--- config.mk ---
export PLATFORM = sky130hd
export DESIGN_NAME = mem_access_stage
export DESIGN_NICKNAME = d
export VERILOG_FILES = /design/src/rtl/mem_access_pkg.sv /design/src/rtl/mem_access_stage_load_align.sv /design/src/rtl/mem_access_stage.sv
export SDC_FILE = /design/constraint.sdc
export NUM_CORES = 1
export LEC_CHECK = 0
export CORE_AREA = 2 2 111 155
export DETAILED_ROUTE_END_ITERATION = 7
export DIE_AREA = 0 0 113 157
export HOLD_SLACK_MARGIN = 0.15
export PLACE_DENSITY = 0.72
export REMOVE_ABC_BUFFERS = 1
export SYNTH_ARGS = -nofsm -noshare
export SYNTH_HDL_FRONTEND = slang
export SYNTH_SLANG_ARGS = --single-unit
--- constraint.sdc ---
create_clock -name CLK -period 4 [get_ports CLK]
set_input_delay 0.8 -clock CLK [delete_from_list [all_inputs] [get_ports CLK]]
set_output_delay 0.8 -clock CLK [all_outputs]
set_load 0.01 [all_outputs]
--- src/rtl/mem_access_pkg.sv ---
// Shared constants and helpers for the memory-access stage:
// size encodings, FSM states, store lane formatting and legality checks.
package mem_access_pkg;

  localparam logic [2:0] F3_B  = 3'd0;
  localparam logic [2:0] F3_H  = 3'd1;
  localparam logic [2:0] F3_W  = 3'd2;
  localparam logic [2:0] F3_BU = 3'd4;
  localparam logic [2:0] F3_HU = 3'd5;

  typedef enum logic [1:0] {
    S_IDLE = 2'd0,
    S_REQ  = 2'd1,
    S_RESP = 2'd2
  } state_e;

  function automatic logic [3:0] f_strb(
    input logic [2:0] f3,
    input logic [1:0] a
  );
    case (f3[1:0])
      2'd0:    f_strb = 4'b0001 << a;
      2'd1:    f_strb = 4'b0011 << {a[1], 1'b0};
      default: f_strb = 4'b1111;
    endcase
  endfunction

  function automatic logic [31:0] f_repl(
    input logic [2:0]  f3,
    input logic [31:0] d
  );
    case (f3[1:0])
      2'd0:    f_repl = {4{d[7:0]}};
      2'd1:    f_repl = {2{d[15:0]}};
      default: f_repl = d;
    endcase
  endfunction

  function automatic logic f_misaligned(
    input logic [2:0] f3,
    input logic [1:0] a
  );
    case (f3[1:0])
      2'd1:    f_misaligned = a[0];
      2'd2:    f_misaligned = |a;
      default: f_misaligned = 1'b0;
    endcase
  endfunction

  function automatic logic f_ld_ok(input logic [2:0] f3);
    f_ld_ok = (f3 == F3_B) || (f3 == F3_H) || (f3 == F3_W) ||
              (f3 == F3_BU) || (f3 == F3_HU);
  endfunction

  function automatic logic f_st_ok(input logic [2:0] f3);
    f_st_ok = (f3 == F3_B) || (f3 == F3_H) || (f3 == F3_W);
  endfunction

endpackage

--- src/rtl/mem_access_stage_load_align.sv ---
// Load data alignment: picks the addressed byte/half from the
// read word and sign- or zero-extends it to 32 bits.
module load_align
  import mem_access_pkg::*;
(
  input  logic [31:0] i_rdata,
  input  logic [1:0]  i_alo,
  input  logic [2:0]  i_f3,
  output logic [31:0] o_val
);

  logic [7:0]  w_byte;
  logic [15:0] w_half;

  // select the addressed byte and half-word lanes
  always_comb begin
    w_byte = i_rdata[7:0];
    case (i_alo)
      2'd1:    w_byte = i_rdata[15:8];
      2'd2:    w_byte = i_rdata[23:16];
      2'd3:    w_byte = i_rdata[31:24];
      default: w_byte = i_rdata[7:0];
    endcase
    w_half = i_alo[1] ? i_rdata[31:16] : i_rdata[15:0];
  end

  // extend the selected lane according to the access size
  always_comb begin
    o_val = i_rdata;
    case (i_f3)
      F3_B:    o_val = {{24{w_byte[7]}}, w_byte};
      F3_BU:   o_val = {24'd0, w_byte};
      F3_H:    o_val = {{16{w_half[15]}}, w_half};
      F3_HU:   o_val = {16'd0, w_half};
      default: o_val = i_rdata;
    endcase
  end

endmodule

--- src/rtl/mem_access_stage.sv ---
// Memory-access stage: one data-memory transaction per record,
// load alignment, timeout guard and a registered writeback record.
module mem_access_stage
  import mem_access_pkg::*;
#(
  parameter int XLEN    = 32,
  parameter int TIMEOUT = 255
) (
  input  logic            CLK,
  input  logic            RST,
  input  logic            in_valid,
  output logic            in_ready,
  input  logic            in_load,
  input  logic            in_store,
  input  logic            in_we_reg,
  input  logic [2:0]      in_funct3,
  input  logic [XLEN-1:0] in_addr,
  input  logic [XLEN-1:0] in_wdata,
  input  logic [4:0]      in_rd,
  output logic            mem_req,
  output logic            mem_we,
  output logic [XLEN-1:0] mem_addr,
  output logic [XLEN-1:0] mem_wdata,
  output logic [3:0]      mem_wstrb,
  input  logic            mem_ack,
  input  logic [XLEN-1:0] mem_rdata,
  output logic            wb_valid,
  output logic            wb_we,
  output logic [4:0]      wb_rd,
  output logic [XLEN-1:0] wb_data,
  output logic            wb_err
);

  localparam int CW = (TIMEOUT > 1) ? $clog2(TIMEOUT) : 1;

  state_e          r_state;
  logic [CW-1:0]   r_cnt;
  logic            r_load;
  logic [1:0]      r_alo;
  logic [2:0]      r_f3;
  logic [XLEN-1:0] w_ld_val;
  logic            w_mem;
  logic            w_err;
  logic            w_tmo;

  assign in_ready = (r_state == S_IDLE) && !RST;

  assign w_mem = in_load | in_store;
  assign w_err = (in_load & in_store) |
                 (in_load & ~f_ld_ok(in_funct3)) |
                 (in_store & ~f_st_ok(in_funct3)) |
                 (w_mem & f_misaligned(in_funct3, in_addr[1:0]));
  assign w_tmo = (TIMEOUT != 0) && (r_cnt == CW'(TIMEOUT - 1));

  load_align u_align (
    .i_rdata (mem_rdata),
    .i_alo   (r_alo),
    .i_f3    (r_f3),
    .o_val   (w_ld_val)
  );

  // FSM, memory request registers and writeback record
  always_ff @(posedge CLK or posedge RST) begin
    if (RST) begin
      r_state   <= S_IDLE;
      r_cnt     <= '0;
      r_load    <= 1'b0;
      r_alo     <= 2'd0;
      r_f3      <= 3'd0;
      mem_req   <= 1'b0;
      mem_we    <= 1'b0;
      mem_addr  <= '0;
      mem_wdata <= '0;
      mem_wstrb <= 4'd0;
      wb_valid  <= 1'b0;
      wb_we     <= 1'b0;
      wb_rd     <= 5'd0;
      wb_data   <= '0;
      wb_err    <= 1'b0;
    end else begin
      unique case (r_state)
        S_IDLE: begin
          if (in_valid) begin
            r_load <= in_load;
            r_alo  <= in_addr[1:0];
            r_f3   <= in_funct3;
            wb_rd  <= in_rd;
            r_cnt  <= '0;
            if (w_mem && !w_err) begin
              r_state   <= S_REQ;
              mem_req   <= 1'b1;
              mem_we    <= in_store;
              mem_addr  <= {in_addr[XLEN-1:2], 2'b00};
              mem_wdata <= in_store ? f_repl(in_funct3, in_wdata) : '0;
              mem_wstrb <= in_store ? f_strb(in_funct3, in_addr[1:0])
                                    : 4'd0;
            end else begin
              r_state  <= S_RESP;
              wb_valid <= 1'b1;
              wb_err   <= w_err;
              wb_we    <= !w_err && !w_mem && in_we_reg && (in_rd != 5'd0);
              wb_data  <= (w_err || w_mem) ? '0 : in_addr;
            end
          end
        end
        S_REQ: begin
          if (mem_ack || w_tmo) begin
            r_state   <= S_RESP;
            mem_req   <= 1'b0;
            mem_we    <= 1'b0;
            mem_addr  <= '0;
            mem_wdata <= '0;
            mem_wstrb <= 4'd0;
            wb_valid  <= 1'b1;
            wb_err    <= !mem_ack;
            wb_we     <= mem_ack && r_load && (wb_rd != 5'd0);
            wb_data   <= (mem_ack && r_load) ? w_ld_val : '0;
          end else begin
            r_cnt <= r_cnt + 1'b1;
          end
        end
        S_RESP: begin
          r_state  <= S_IDLE;
          wb_valid <= 1'b0;
          wb_we    <= 1'b0;
          wb_err   <= 1'b0;
          wb_data  <= '0;
        end
        default: r_state <= S_IDLE;
      endcase
    end
  end

endmodule

# Word level (Yosys, flattened, before mapping)
# Cells that the tools add are included.
dict set report classes {
  addsub 1
  n_mul 0
  div 0
  magnitude_cmp 0
  eq_ne 20
  n_shift 2
  muxes 51
  bitwise_logic 10
  reduce_logical 31
}
# operator n
set ops {}
lappend ops {{32-bit two-way mux} 11}
lappend ops {{32-bit case mux with 2 select lines} 3}
lappend ops {{32-bit case mux with 4 select lines} 1}
lappend ops {{32-bit case mux with 3 select lines} 1}
lappend ops {{8-bit case mux with 3 select lines} 1}
lappend ops {{16-bit two-way mux} 1}
lappend ops {{4-bit two-way mux} 4}
lappend ops {{8-bit two-way mux} 2}
lappend ops {{4-bit case mux with 2 select lines} 2}
lappend ops {{8-bit case mux with 2 select lines} 1}
lappend ops {{1-bit two-way mux} 14}
lappend ops {{3-bit equality test (second input constant)} 4}
lappend ops {{5-bit nonzero test} 2}
lappend ops {{1-bit case mux with 3 select lines} 3}
lappend ops {{8-bit by 1-bit adder with 8-bit output (second input constant)} 1}
lappend ops {{2-bit equality test (second input constant)} 4}
lappend ops {{8-bit equality test (second input constant)} 1}
lappend ops {{2-bit != test (second input constant)} 4}
lappend ops {{4-bit AND reduction} 2}
lappend ops {{1-bit logical AND} 7}
lappend ops {{2-bit by 1-bit equality test with 1-bit output (second input constant)} 3}
lappend ops {{3-bit by 1-bit equality test with 1-bit output (second input constant)} 2}
lappend ops {{3-bit logical NOT} 2}
lappend ops {{1-bit logical OR} 6}
lappend ops {{17 further kinds} 33}
dict set report totals {
  register_bits 126
  latchBits 0
  ram_bits 0
  mem_bits_ro 0
  input_bits 111
  output_inout_bits 111
  elab_cells 130
  mem_count 0
}

# Depth between registers and ports, before layout
# Gate-level depths: netlist (run 1).
dict set report depth {
  depth_word 17
  depth_mapped 9
}

# Modules after synthesis
# From an unflattened synthesis (run 1), not the netlist that was laid out.
dict set report hier_totals {
  cells_unflattened 553
  hier_area_um2 6468.7
}
# module instances cells_per_inst area_per_inst_um2
set modules_own_cells {}
lappend modules_own_cells {mem_access_stage 1 442 5800.6}
lappend modules_own_cells {load_align 1 111 668.1}

# Worst setup path before layout (run 1)
# Ideal clock, no wire load.
dict set report synth_timing {
  kind {input to register}
  start {input port in_funct3[1]}
  end {register wb_err}
  arrival_time_ps 2726
  setup_slack_ps 1149
  path_stages 9
  path_cell_list {inv_1 ha_1 nor3_1 or4b_4 a211o_1 and3_1 buf_6 buf_6 mux2_4}
}
dict set report synth_between {
  elab_chain_len 14
  word_cells_on_any_way 27
  classes_between {7 x eq/ne; 4 x mux; 8 x bitwise; 8 x reduce/logical}
}
# item line_no
set synth_rtl {}
lappend synth_rtl {{start, declared} mem_access_stage.sv:16} ;# input logic [2:0] in_funct3,
lappend synth_rtl {{3-bit by 1-bit equality test with 1-bit output / 3-bit logical NOT (equally long branches)} {mem_access_pkg.sv:51, mem_access_pkg.sv:56}}
lappend synth_rtl {{1-bit logical OR (2 in series)} {mem_access_pkg.sv:51, mem_access_pkg.sv:56}}
lappend synth_rtl {{1-bit logical OR} mem_access_pkg.sv:51} ;# f_ld_ok = (f3 == F3_B) || (f3 == F3_H) || (f3 == F3_W) ||
lappend synth_rtl {{1-bit logical OR} mem_access_pkg.sv:52} ;# (f3 == F3_BU) || (f3 == F3_HU);
lappend synth_rtl {{1-bit inverter} mem_access_stage.sv:50} ;# (in_load & ~f_ld_ok(in_funct3)) |
lappend synth_rtl {{1-bit bitwise AND} mem_access_stage.sv:50}
lappend synth_rtl {{1-bit OR} mem_access_stage.sv:49} ;# assign w_err = (in_load & in_store) |
lappend synth_rtl {{1-bit OR} mem_access_stage.sv:50}
lappend synth_rtl {{1-bit OR *} mem_access_stage.sv:51} ;# (in_store & ~f_st_ok(in_funct3)) |
lappend synth_rtl {{1-bit logical NOT} mem_access_stage.sv:89} ;# if (w_mem && !w_err) begin
lappend synth_rtl {{1-bit logical AND} mem_access_stage.sv:89}
lappend synth_rtl {{2-bit != test (no line)} -}
lappend synth_rtl {{4-bit AND reduction (no line)} -}
lappend synth_rtl {{end signal, assigned} mem_access_stage.sv:100} ;# wb_err <= w_err;
lappend synth_rtl {{end signal, assigned} mem_access_stage.sv:115} ;# wb_err <= !mem_ack;
lappend synth_rtl {{end, declared} mem_access_stage.sv:31} ;# output logic wb_err
# Mark *: on every way between the ends. The rest lies on a longest branch, timed or not. The select of a mux whose other input is x is not followed.
# A chain may end at the register's enable or synchronous reset.

# Final worst setup path (run 1)
dict set report layout_timing {
  start {input port in_funct3[0]}
  end {register mem_addr[7]}
}
dict set report layout_between {
  elab_chain_len 14
  word_cells_on_any_way 24
  classes_between {7 x eq/ne; 1 x mux; 8 x bitwise; 8 x reduce/logical}
}
# item line_no
set layout_rtl {}
lappend layout_rtl {{3-bit by 1-bit equality test with 1-bit output / 3-bit logical NOT (equally long branches)} {mem_access_pkg.sv:51, mem_access_pkg.sv:56}}
lappend layout_rtl {{1-bit logical OR (2 in series)} {mem_access_pkg.sv:51, mem_access_pkg.sv:56}}
lappend layout_rtl {{1-bit logical OR} mem_access_pkg.sv:51}
lappend layout_rtl {{1-bit logical OR} mem_access_pkg.sv:52}
lappend layout_rtl {{1-bit inverter} mem_access_stage.sv:50}
lappend layout_rtl {{1-bit bitwise AND} mem_access_stage.sv:50}
lappend layout_rtl {{1-bit OR} mem_access_stage.sv:49}
lappend layout_rtl {{1-bit OR} mem_access_stage.sv:50}
lappend layout_rtl {{1-bit OR *} mem_access_stage.sv:51}
lappend layout_rtl {{1-bit logical NOT *} mem_access_stage.sv:89}
lappend layout_rtl {{1-bit logical AND *} mem_access_stage.sv:89}
lappend layout_rtl {{2-bit by 1-bit != test with 1-bit output (no line) *} -}
lappend layout_rtl {{4-bit AND reduction (no line) *} -}
lappend layout_rtl {{end signal, assigned} mem_access_stage.sv:93} ;# mem_addr <= {in_addr[XLEN-1:2], 2'b00};
lappend layout_rtl {{end, declared} mem_access_stage.sv:22} ;# output logic [XLEN-1:0] mem_addr,
# Mark *: on every way between the ends. The rest lies on a longest branch, timed or not.

==> results of run 1 <==
synthesized netlist by cell type, drive strengths merged (9+ instances only):
cell type / n
o2bb2ai: 33
dfrtp: 124
mux2i: 23
nor2: 18
a22o: 43
ha: 9
o21ai: 44
a32oi: 16
mux2: 18
and3b: 12
a21oi: 45
and2: 18
a31oi: 9
nand2: 32
buf: 16
clkbuf: 32
inv: 41
state kept, by name (all words and copies together) (netlist names), 2 cells and up:
signal     cells
r_f3           3
wb_data       32
r_state        2
r_alo          2
mem_addr      30
wb_rd          5
mem_wstrb      4
r_cnt          8
mem_wdata     32
metrics by stage:
step,hold slack (ns),utilization [%]
after floorplan,0.471,-
after global placement,0.470,54.3
after detailed placement,0.473,54.3
after CTS,0.491,57.9
after global routing,0.501,57.9
final,0.490,57.9
area by class of cell:
cell class,instances,area share [%]
flip-flops and latches,124,33.0
multi-input cells,408,31.5
repair buffers,235,24.9
clock buffers,17,4.52
well taps,199,2.65
clock inverters,15,1.76
inverters,41,1.66
power breakdown:
group	total (mW)	internal (mW)	leakage (nW)	switching, mW
registers	2.14	1.73	1.58	0.412
clock network	1.54	0.927	0.282	0.618
logic	2.59	1.45	2.16	1.14
total	6.27	4.11	4.02	2.17
routing by layer:
metal  vias to the layer above  global-route usage, %  share of wire, %
li1                       2722                      -                 -
met3                        39                   6.08               7.1
met4                         0                   9.18               2.6
met1                      2931                   27.2                39
met2                       245                   40.8                51
met5                         -                      0                 0
worst max-delay path: cells and delay by family:
kind | cells | cell delay, ns
adders and majority gates | 1 | 0.22
and+or+nand+nor | 2 | 0.61
AOI/OAI and AO/OA | 3 | 1.19
buffers and inverters | 3 | 0.81
worst max path at each step:
stage	cells after the start	endpoint
finish	9	mem_addr[7]
global route	9	wb_data[12]
CTS	9	wb_data[12]
detailed placement	9	wb_data[12]
global placement	9	mem_addr[12]
floorplan	7	mem_addr[10]
kinds of logic after synthesis:
group	Yosys count	share of synthesized area, %
xor gates and xnor gates	6	0.819
and+or+nand+nor	119	10.4
other	1	0.0585
DFF	124	48.4
buffers and inverters	89	5.75
adders and majority gates	9	1.76
AOI/OAI and AO/OA	230	25.6
muxes	42	7.16
placed cells by master, fill, tap and decap left out, drive strengths merged, types with 23 or more instances in the layout:
cell	count
o21ai	44
inv	45
nand2	32
a21oi	45
a22o	43
mux2i	23
clkdlybuf4s50	219
dfrtp	124
o2bb2ai	33
==> metrics.yaml, run 1 <==
worst_hold_path:
  worst_hold_path.endpoint: "mem_we"
  hold_depth: 1
  hold_path_class: "flip-flop to flip-flop"
  min-delay-start: "mem_we"
layout:
  post_synthesis_to_final_layout_area_growth_pct: 46.6
  diodes: 0
  multiInputGateArea_sq_um: 2970
  finish.cell_count_without_fillers: 1039
  layout.cell_area.non_filler_sq_um: 9400
  layout-drive-gt1-share_pct: 8.81
  fill_cells: 1394
  layout.nets: 947
  sequential_cell_area_sq_um: 3100
yosys:
  synth_edf_count: 0
  yosysWarningCount: 0
  netlist.top_cell.by_area: "sky130_fd_sc_hd__dfrtp_1"
  synth_top_cell_area_share_pct: 48.4
  synthesis.instances: 620
  post_synth_instance_area_sq_um: 6410
  number_of_distinct_library_cells_after_synthesis: 56
  netlist_top_cells_area: "sky130_fd_sc_hd__dfrtp_1 48%, sky130_fd_sc_hd__a22o_1 5.9%, sky130_fd_sc_hd__o2bb2ai_1 4.4%, sky130_fd_sc_hd__mux2i_1 3.6%, sky130_fd_sc_hd__a21oi_1 3.5%"
  synth_sequential_area_ratio_pct: 48.4
  postSynthRegisterBits: 124
  postSynth.asyncResetShare_pct: 100
  postSynthAreaPerCell_sq_um: 10.3
  commonest_register_cell_after_synthesis: "sky130_fd_sc_hd__dfrtp_1"
die:
  core_footprint_sq_um: 16200
  die-height_microns: 157
  floorplan.die.width_microns: 113
  initial_utilization_pct: 39.5
  design.die.area_sq_um: 17700
  num_io_pins: 222
  fp-row-count: 55
grt:
  via_count_of_the_first_global_routing_pass: 6110
  grt_residual_overflow: 0
  initial_antenna_violation_count: 0
  grt_max_degree: 74
  gr-usage-all-layers_pct: 23.3
  grt_first_pass_wirelength_mm: 32.7
sta:
  worst_clock_skew_ns: 0.0104
  final.setup.tns_ns: 0
  final_critical_path_setup_slack_ns: 0.634
  min_period_ns: 3.37
  grt_setup_unrepaired: "no"
  worst_slew_margin_rel_pct: 32.8
  final-max-slew-violation-count: 0
  finalSetupViolations: 0
  max_slew.worst_pin.slew_ns: 1.01
  hold_viol: 0
  maxClockFrequency_mhz: 297
  period_share_pct: 84.2
drt:
  vias: 5937
  ant_nets: 0
  avgViaCountPerCell: 5.71
  drt_first_pass_iters: 8
  drcViolationCount: 18
  drt_iter0_markers: 521
  drt-wirelength-per-cell_microns: 19.9
  drt_wl_total_mm: 20.7
setup_path:
  worst-endpoint-required_ns: 4.31
  worst_r2r_startpoint: "r_state[0]"
  crit-reg2reg-capture: "wb_data[12]"
  criticalPathCategory: "input port to flip-flop"
  crit_arrival_ns: 3.67
  critPathMaxFanout: 45
  cp-startpoint: "in_funct3[0]"
  critical-path-slowest-cell: "sky130_fd_sc_hd__a2111oi_2"
  critical_path.endpoint_type: "flip-flop"
  worstRegToRegCells: 7
  ff2ff_setup_slack_ns: 1.13
  worstPathCellList: "clkdlybuf4s50_1 > inv_1 > ha_1 > nor3_1 > or4b_4 > a2111oi_2 > o2bb2ai_4 > buf_12 > a22o_1"
  crit_path_start_kind: "input port"
  critical_path.max_stage_delay_ns: 0.63
cts:
  cts.clk_slew.worst_paths_ns: 0.06
  cts_root_buf: "sky130_fd_sc_hd__clkbuf_16"
  numClockSinks: 124
  cts_setup_buffers: 0
  cts-htree-levels: 4
  tritoncts: "done"
  cts-buffers-inserted: 17
  cts_resized: 0
  cts.hold.buffers_added: 0
  clk-insertion-delay-late_ns: 0.42
  clock_tree.buffer_depth: 2
run:
  max_cap_violations: 0
placed_design:
  dp_hpwl_mm: 15.2
  io_buffer_count: 219
  dp_slack_ns: 0.226
  globalplace.congestion: 0.857
  dpl.cell_count: 1007
  placement.cell_area_sq_um: 8810
power_and_ir_drop:
  power-per-cell-area_nw_per_um2: 667
  power_leakage_nw: 4.02
  irDropWorstVdd_v: 0.000315
  total_power_mw: 6.27
run_status:
  violations: "DRC"
  run_status: "finished, violations left"
Note: power is estimated with default switching activity, not from simulation.
==> run 2, diff against run 1 <==
--- a/config.mk
+++ b/config.mk
@@ -9,7 +9,7 @@
 export DETAILED_ROUTE_END_ITERATION = 7
 export DIE_AREA = 0 0 113 157
 export HOLD_SLACK_MARGIN = 0.15
-export PLACE_DENSITY = 0.72
+export PLACE_DENSITY = 0.69
 export REMOVE_ABC_BUFFERS = 1
 export SYNTH_ARGS = -nofsm -noshare
 export SYNTH_HDL_FRONTEND = slang
==> constraint.sdc (replaced) <==
create_clock -name CLK -period 3.1 [get_ports CLK]
set_input_delay 0.62 -clock CLK [delete_from_list [all_inputs] [get_ports CLK]]
set_output_delay 0.62 -clock CLK [all_outputs]
set_load 0.01 [all_outputs]
==> metrics.yaml, run 2 (synthesized netlist as in run 1, its figures left out) <==
grt:
  grt_use_met2_pct: 41.7  # +0.97 points
  via_count_of_the_first_global_routing_pass: 6066  # -0.72%
  use_met3_pct: 6.58  # +0.50 points
  grt_first_pass_wirelength_mm: 32.4  # -0.91%
  grt_max_degree: 47  # -36%
  grt_busiest_layer: "met2"
  gr-usage-all-layers_pct: 23.1  # -0.19 points
  grt_residual_overflow: 0  # unchanged
  initial_antenna_violation_count: 0  # unchanged
  met1_usage_pct: 26.7  # -0.56 points
run_status:
  run_status: "finished, violations left"
  violations: "DRC"
cts:
  cts-htree-levels: 4  # unchanged
  clock_tree.buffer_depth: 2  # unchanged
  cts.clk_slew.worst_paths_ns: 0.06  # about the same
  tritoncts: "done"
  clk-insertion-delay-late_ns: 0.41  # about the same
  cts_setup_buffers: 0  # unchanged
  cts.hold.buffers_added: 0  # unchanged
  cts-buffers-inserted: 17  # unchanged
  cts_root_buf: "sky130_fd_sc_hd__clkbuf_16"
  cts_resized: 0  # unchanged
  numClockSinks: 124  # unchanged
setup_path:
  critical_path.endpoint_type: "flip-flop"
  critical-path-slowest-cell: "sky130_fd_sc_hd__or4b_4"
  worstRegToRegCells: 7  # unchanged
  critPathMaxFanout: 46  # +2.2%
  worstPathCellList: "clkdlybuf4s50_1 > inv_1 > ha_1 > nor3_1 > or4b_4 > a2111oi_2 > buf_4 > o2bb2ai_4 > buf_12 > a22o_1"
  crit_arrival_ns: 3.16  # -0.51 ns
  critical_path.max_stage_delay_ns: 0.53  # -0.10 ns
  worst_path_buffer_plus_inverter_count: 4  # +1
  ff2ff_setup_slack_ns: 0.75  # -0.38 ns
  worst-endpoint-required_ns: 3.40  # -0.91 ns
  criticalPathCategory: "input port to flip-flop"
  cp_top_family: "buffers and inverters"
  worst_r2r_startpoint: "r_state[1]"
  crit_path_start_kind: "input port"
  crit-reg2reg-capture: "wb_data[19]"
layout:
  finish.cell_count_without_fillers: 1055  # +1.5%
  post_route_core_utilization_pct: 58.8  # +0.89 points
  post_synthesis_to_final_layout_area_growth_pct: 48.8
  most_frequent_standard_cell_in_the_layout_excluding_fill_and_tap_cells: "sky130_fd_sc_hd__clkdlybuf4s50_1"
  diodes: 0  # unchanged
  top_regs: "mem_wdata: 32 flops, wb_data: 32 flops, mem_addr: 30 flops"
  layout.cells.most_common_list: "219 x sky130_fd_sc_hd__clkdlybuf4s50_1, 124 x sky130_fd_sc_hd__dfrtp_1, 45 x sky130_fd_sc_hd__a21oi_1"
  layout.nets: 963  # +1.7%
  layout-drive-gt1-share_pct: 10.5  # +1.7 points
power_and_ir_drop:
  power-per-cell-area_nw_per_um2: 841  # +26%
  sw_frac_of_total_pct: 35.0  # +0.43 points
  power_report.internal_total_mw: 5.22  # +27%
  share_comb_of_total_power_pct: 43.0  # +1.8 points
  power_frac_seq_pct: 34.1  # about the same
  power_leakage_nw: 4.10  # +1.9%
  power_switching_mw: 2.80  # +30%
  irDropWorstVdd_v: 0.000379  # +20%
  power.share.clock_pct: 22.9  # -1.7 points
drt:
  drt_iter0_markers: 474  # -9.0%
  vias: 5977  # +0.67%
  drcViolationCount: 19  # +1
  avgViaCountPerCell: 5.67  # -0.85%
  drt_first_pass_iters: 7  # -1
  ant_nets: 0  # unchanged
  drt-wirelength-per-cell_microns: 19.7  # -1.1%
  drt_wl_total_mm: 20.7  # +0.41%
sta:
  worst_clock_skew_ns: 0.00963  # -0.000756 ns
  period_share_pct: 92.5
  min_period_ns: 2.87
  grt_setup_unrepaired: "no"
  maxClockFrequency_mhz: 349
  finalSetupViolations: 0  # unchanged
  hold_viol: 0  # unchanged
  worst_slew_margin_rel_pct: 48.6  # +16 points
  max_slew.worst_pin.slew_ns: 0.770  # -0.237 ns
  worst_hold_slack_ns: 0.477  # -0.0135 ns
  final-max-slew-violation-count: 0  # unchanged
worst_hold_path:
  min-delay-start: "mem_we"
  hold_depth: 1  # unchanged
  hold_path_class: "flip-flop to flip-flop"
  worst_hold_path.endpoint: "mem_we"
die:
  fp-row-count: 55  # unchanged
  initial_utilization_pct: 39.5  # unchanged
  die-height_microns: 157  # unchanged
  floorplan.die.width_microns: 113  # unchanged
  core_footprint_sq_um: 16200  # unchanged
  design.die.area_sq_um: 17700  # unchanged
  num_io_pins: 222  # unchanged
run:
  max_cap_violations: 0  # unchanged
placed_design:
  dpl.cell_count: 1023  # +1.6%
  globalplace.congestion: 0.876  # +2.1%
  dp_hpwl_mm: 15.7  # +2.8%
  io_buffer_count: 219  # unchanged
run 2: power groups by stage:
stage	Clock (mW)	Combinational (mW)	Sequential (mW)
detailed placement	0	3.46	2.75
finish	1.84	3.45	2.74
global route	1.94	3.69	2.82
floorplan	0	1.31	2.94
CTS	1.87	3.47	2.73
global placement	0	3.38	2.73
run 2: worst max-delay path by stage:
| stage | from | endpoint | slack (ns) | depth (start not counted) |
|---|---|---|---|---|
| global route | in_funct3[1] | mem_addr[21] | 0.11 | 10 |
| floorplan | in_funct3[0] | mem_addr[10] | -1.03 | 7 |
| global placement | in_funct3[0] | mem_addr[21] | -0.03 | 10 |
| finish | in_funct3[1] | mem_addr[14] | 0.23 | 10 |
| detailed placement | in_funct3[1] | mem_addr[21] | -0.16 | 10 |
| CTS | in_funct3[1] | mem_addr[21] | 0.24 | 10 |
run 2: metal layers:
| layer | part of all wire [%] | wire length [microns] |
|---|---|---|
| met3 | 7.9 | 1630 |
| met2 | 53 | 11000 |
| met1 | 38 | 7800 |
| met5 | 0 | 0 |
| met4 | 1.7 | 353 |
run 2: worst register-to-register path: cells and delay by family, from the launching register on:
kind | cells | cell delay, ns
buf+inv | 2 | 0.32
simple gates | 1 | 0.17
compound gates | 3 | 1.20
fa+ha+maj | 1 | 0.18
flops | 1 | 0.41
run 2: cell type report:
type | instances | area (sq um)
clock buffers | 18 | 439
clock inverters | 14 | 113
flip-flops and latches | 124 | 3100
well taps | 199 | 249
fillers | 1412 | 6700
repair buffers | 251 | 2520
multi-input cells | 408 | 2970
inverters | 41 | 156
run 2: stage by stage:
step / setup TNS, ns / power (mW) / area [sq um] / worst slack, ns
global placement: -0.760 / 6.11 / 8990 / -0.0349
finish: 0 / 8.02 / 9550 / 0.233
global route: 0 / 8.45 / 9550 / 0.110
CTS: 0 / 8.08 / 9550 / 0.239
detailed placement: -5.73 / 6.20 / 8990 / -0.158
floorplan: -171.16 / 4.25 / 6200 / -1.03
